## src/rtl/next_pc_unit.sv

```systemverilog
// Registered program-counter stage for the fetch front end: redirect priority,
// target alignment checking and a one-deep pending redirect held across fetch stalls.
module next_pc_unit #(
    parameter int              XLEN         = 32,
    parameter logic [XLEN-1:0] RESET_VECTOR = '0,
    parameter int              IALIGN       = 32
) (
    input  logic            clk,
    input  logic            reset,
    input  logic            branchTaken,
    input  logic [XLEN-1:0] branchTarget,
    input  logic            jumpValid,
    input  logic [XLEN-1:0] jumpTarget,
    input  logic            trapValid,
    input  logic [XLEN-1:0] trapVector,
    input  logic            fetchReady,
    output logic [XLEN-1:0] pc,
    output logic [XLEN-1:0] pcPlus4,
    output logic            fetchValid,
    output logic            misaligned,
    output logic [XLEN-1:0] misalignedAddr
);

    localparam int ALIGN_LSB = (IALIGN == 16) ? 1 : 2;
    localparam int MIS_BIT   = (IALIGN == 16) ? 0 : 1;
    localparam logic [XLEN-1:0] ALIGN_MASK = {{(XLEN-ALIGN_LSB){1'b1}}, {ALIGN_LSB{1'b0}}};

    typedef enum logic {
        BOOT,
        RUN
    } state_t;

    state_t          state_q, state_d;
    logic [XLEN-1:0] pc_q, pc_d;
    logic            fetch_valid_q, fetch_valid_d;
    logic            pend_valid_q, pend_valid_d;
    logic [XLEN-1:0] pend_target_q, pend_target_d;
    logic            pend_is_trap_q, pend_is_trap_d;
    logic            mis_q, mis_d;
    logic [XLEN-1:0] mis_addr_q, mis_addr_d;

    logic [XLEN-1:0] pc_plus4;
    logic [XLEN-1:0] trap_aligned;
    logic [XLEN-1:0] cand_target;
    logic            cand_bad;
    logic            live_valid;
    logic            live_is_trap;
    logic [XLEN-1:0] live_target;
    logic            accept;

    assign pc_plus4     = pc_q + XLEN'(4);
    assign trap_aligned = trapVector & ALIGN_MASK;
    assign accept       = fetch_valid_q && fetchReady;

    // Only a jump/branch that beats any trap is alignment-checked; a bad one becomes a trap redirect.
    assign cand_target  = jumpValid ? {jumpTarget[XLEN-1:1], 1'b0} : branchTarget;
    assign cand_bad     = !trapValid && (jumpValid || branchTaken) && cand_target[MIS_BIT];
    assign live_valid   = trapValid || jumpValid || branchTaken;
    assign live_is_trap = trapValid || cand_bad;
    assign live_target  = live_is_trap ? trap_aligned : cand_target;

    always_comb begin
        // NOTE: every output of this block gets a default first, so no path can infer a latch.
        state_d        = RUN;
        fetch_valid_d  = 1'b1;
        pc_d           = pc_q;
        pend_valid_d   = pend_valid_q;
        pend_target_d  = pend_target_q;
        pend_is_trap_d = pend_is_trap_q;
        mis_d          = cand_bad;
        mis_addr_d     = cand_bad ? cand_target : mis_addr_q;

        case (state_q)
            BOOT:    fetch_valid_d = (state_d == RUN);
            RUN:     fetch_valid_d = 1'b1;
            default: state_d       = BOOT;
        endcase

        if (accept) begin
            if (live_valid) begin
                pc_d = live_target;
            end else if (pend_valid_q) begin
                pc_d = pend_target_q;
            end else begin
                pc_d = pc_plus4;
            end
            pend_valid_d = 1'b0;
        end else if (live_valid && !(pend_valid_q && pend_is_trap_q && !live_is_trap)) begin
            // A captured trap is sticky: only another trap may replace it.
            pend_valid_d   = 1'b1;
            pend_target_d  = live_target;
            pend_is_trap_d = live_is_trap;
        end
    end

    // NOTE: sequential state uses non-blocking assignments so all registers update from pre-edge values.
    always_ff @(posedge clk or posedge reset) begin
        if (reset) begin
            state_q        <= BOOT;
            pc_q           <= RESET_VECTOR;
            fetch_valid_q  <= 1'b0;
            pend_valid_q   <= 1'b0;
            pend_target_q  <= '0;
            pend_is_trap_q <= 1'b0;
            mis_q          <= 1'b0;
            mis_addr_q     <= '0;
        end else begin
            state_q        <= state_d;
            pc_q           <= pc_d;
            fetch_valid_q  <= fetch_valid_d;
            pend_valid_q   <= pend_valid_d;
            pend_target_q  <= pend_target_d;
            pend_is_trap_q <= pend_is_trap_d;
            mis_q          <= mis_d;
            mis_addr_q     <= mis_addr_d;
        end
    end

    assign pc             = pc_q;
    assign pcPlus4        = pc_plus4;
    assign fetchValid     = fetch_valid_q;
    assign misaligned     = mis_q;
    assign misalignedAddr = mis_addr_q;

endmodule

```

## config.mk

```make
export PLATFORM = sky130hd
export DESIGN_NAME = next_pc_unit
export DESIGN_NICKNAME = d
export VERILOG_FILES = /design/src/rtl/next_pc_unit.sv
export SDC_FILE = /design/constraint.sdc
export NUM_CORES = 1
export LEC_CHECK = 0
export BUFFER_PORTS_ARGS = -buffer_cell sky130_fd_sc_hd__buf_2
export CAP_MARGIN = 40
export CORE_UTILIZATION = 40
export CTS_BUF_LIST = sky130_fd_sc_hd__clkbuf_4 sky130_fd_sc_hd__clkbuf_8 sky130_fd_sc_hd__clkbuf_16
export CTS_CLUSTER_SIZE = 10
export DETAILED_ROUTE_END_ITERATION = 7
export PLACE_DENSITY = 0.63
export SLEW_MARGIN = 10
export SYNTH_ARGS = -nofsm -noshare
export SYNTH_HDL_FRONTEND = slang
export SYNTH_SLANG_ARGS = --single-unit
```

## constraint.sdc

```tcl
create_clock -name clk -period 7.6 [get_ports clk]
set_clock_uncertainty 0.15 [all_clocks]
set_input_delay 2.28 -clock clk [delete_from_list [all_inputs] [get_ports clk]]
set_output_delay 2.28 -clock clk [all_outputs]
set_load 0.1 [all_outputs]
```

==> impl_metrics.yaml <==
floorplanning:
  die_y_microns: 122
  die_width_microns: 122
  coreArea_sq_um: 13900
  io_pins: 200
  dieArea_sq_um: 14900
  core.rowCount: 43
  start_util_pct: 41.3
logic_synthesis:
  netlist_instances: 596
  yosys_warnings: 0
  syn_area_sq_um: 5750
  synthTopCellsByArea: "dfrtp_1, mux2_2, mux2i_1"
  synth-edff-count: 0
  synth.avg_cell_area_sq_um: 9.65
  synth_cell_type_count: 62
  syn_nets: 699
  synth-async-reset-ratio_pct: 100
  synthFlopType: "dfrtp_1"
  synth_top_area_share_pct: 43.5
  yosys.area.top_type: "dfrtp_1"
  yosysSeqAreaShare_pct: 43.5
  yosys_register_bits: 100
placed_design:
  post-place-ws_ps: 2360
  portBuffers: 196
  dp.cells: 936
  dp_hpwl_mm: 12.6
  globalplace.congestion: 0.840
hold_path:
  hold_path_class: "flip-flop to flip-flop"
  min_from: "misalignedAddr[1]$_DFFE_PP0P_"
sta:
  maxSlewViolCount: 0
  clock.fmax_mhz: 191
  worstMarginPinSlew_ps: 907
  setup-tns-final_ps: 0
  setup_viol: 0
  rsz0062_at_grt: "false"
  hold_violations: 0
  final.period_utilization_pct: 68.7
  fin_crit_ps: 5220
  fin_ws_ps: 2380
  hold_ws_ps: 318
  maxSlewHeadroom_pct: 39.6
detailed_routing:
  routed_via_density: 5.56
  wl_per_cell_microns: 17.8
  vias: 5298
  wl_mm: 17.0
  drtIter0Drc: 369
  drc: 0
  postRouteAntennaNets: 0
  first_pass_iters: 6
cts:
  postCtsSetupRepairBufs: 0
  cts.reportedPaths.clkPinSlew_ps: 70
  ctsHoldBuffers: 0
  cts_made_buffers: 9
  htree_levels: 3
  clock_latency_ps: 340
  clockRootBuffer: "clkbuf_16"
  cts_tree: "done"
  clock_sinks: 100
  clock_path_buffers: 2
  cts_resized: 0
critical_path:
  crit_path_max_incr_delay_ps: 760
  crit_arrival_ps: 2790
  cp_data_required_time_ps: 5170
  critPathLaunch: "pc[7]$_DFFE_PP0P_"
  critPathMaxFanout: 9
  startpoint_type: "flip-flop"
  crit_path_end_kind: "output port"
  criticalPathCategory: "flip-flop to output port"
  slowest_stage: "nor4_1"
  r2r-start: "pc[7]$_DFFE_PP0P_"
  path_cells: "nand4_4, nor4_1, nand3_1, xnor2_1, buf_2"
finish:
  layout-drive-gt1-share_pct: 37.3
  num_antenna_cells: 0
  layout_common_cells: "buf_2, dfrtp_1, nand2_1"
  final_nets: 871
  multi_input_area_sq_um: 3040
  area_growth_pct: 26.8
  seq_area_sq_um: 2500
  fin_cells: 953
  utilization_pct: 52.3
  nFillCells: 1253
  layout_commonest_cell: "buf_2"
global_routing:
  grt_pass1_vias: 5031
  grt_max_degree: 51
  grt_pass1_wl_mm: 26.7
  grt.overflow.total: 0
  grtUsageTotal_pct: 23.3
  antenna_found_initial: 0
outcome:
  status: "complete, no violations"
power:
  leakagePower_nw: 3.34
  peakVddDrop_mv: 0.166
  powerDensity_nw_per_um2: 319
flow_run:
  max_cap_violations: 0
## worst paths after layout
path	end	slack, ps	cells past startpoint
max	pcPlus4[17]	2380	5
min	misalignedAddr[1]$_DFFE_PP0P_	320	1
max reg2reg	pc[17]$_DFFE_PP0P_	5110	5
min reg2reg	misalignedAddr[1]$_DFFE_PP0P_	320	1
max in group asynchronous	pc[31]$_DFFE_PP0P_	4570	4
min in group asynchronous	misalignedAddr[2]$_DFFE_PP0P_	1760	2
## logic make-up after synthesis
group           Yosys count  synth area share (%)
simple gates            176                  16.0
xor+xnor                 28                  4.27
other cells               1                0.0652
flops                   100                  43.5
fa+ha+maj                 1                 0.218
mux                      76                  14.2
buf+inv                  55                  3.94
compound gates          159                  17.8
## stage by stage
stage          power, mW  cell area (sq um)
4_1_cts             2.34               7270
5_1_grt             2.42               7290
3_5_place_dp        1.83               6940
3_3_place_gp        1.81               6830
2_1_floorplan       1.63               5750
6_report            2.33               7290
## flip-flops by register name, summed over array words and instances (netlist names)
| name | cells |
|---|---|
| misaligned | 1 |
| fetchValid | 1 |
| pend_target_q | 32 |
| misalignedAddr | 32 |
| pend_is_trap_q | 1 |
| pend_valid_q | 1 |
| pc | 32 |
## Yosys cell counts (4+ instances only)
cell type  instances
a21oi_1           32
o2111ai_1          4
mux2_2            46
mux2i_1           30
and3_1             6
dfrtp_1          100
a31oi_1            8
nand3_1           23
nand2_1           54
clkbuf_1          35
o21a_1             5
o21ai_0           53
nand4_1            8
a21o_1             6
a22o_1             6
nor2_1            40
nand2b_1           9
buf_2             10
xnor2_1           15
xor2_1            13
nor4_1             4
nor3_1             7
inv_1              7
o211ai_1          17
## power by group
group | internal [mW] | switching [mW]
sequential | 0.625 | 0.0892
combinational | 0.204 | 0.905
clock | 0.305 | 0.201
total | 1.13 | 1.20
## per-layer routing
| metal | share of wire (%) | GRT usage (%) |
|---|---|---|
| met5 | 0 | 0 |
| met2 | 47 | 36.2 |
| met4 | 1.8 | 7.56 |
| met1 | 45 | 33.6 |
| met3 | 6.0 | 2.95 |
## critical path, delay by kind of cell (launching register included)
family                 cells  cell delay, ps
AND/OR/NAND/NOR            3            1300
XOR/XNOR                   1             200
buffers and inverters      1             450
flip-flops                 1             520
## layout make-up
class / count / share of cell area, %
clock buffer: 12 / 3.48
tap: 180 / 3.09
clock inverter: 4 / 0.996
inverter: 7 / 0.395
timing repair buffer: 209 / 16.0
multi-input combinational: 441 / 41.7
sequential: 100 / 34.3
No activity file was read; power rests on OpenSTA's default activity.
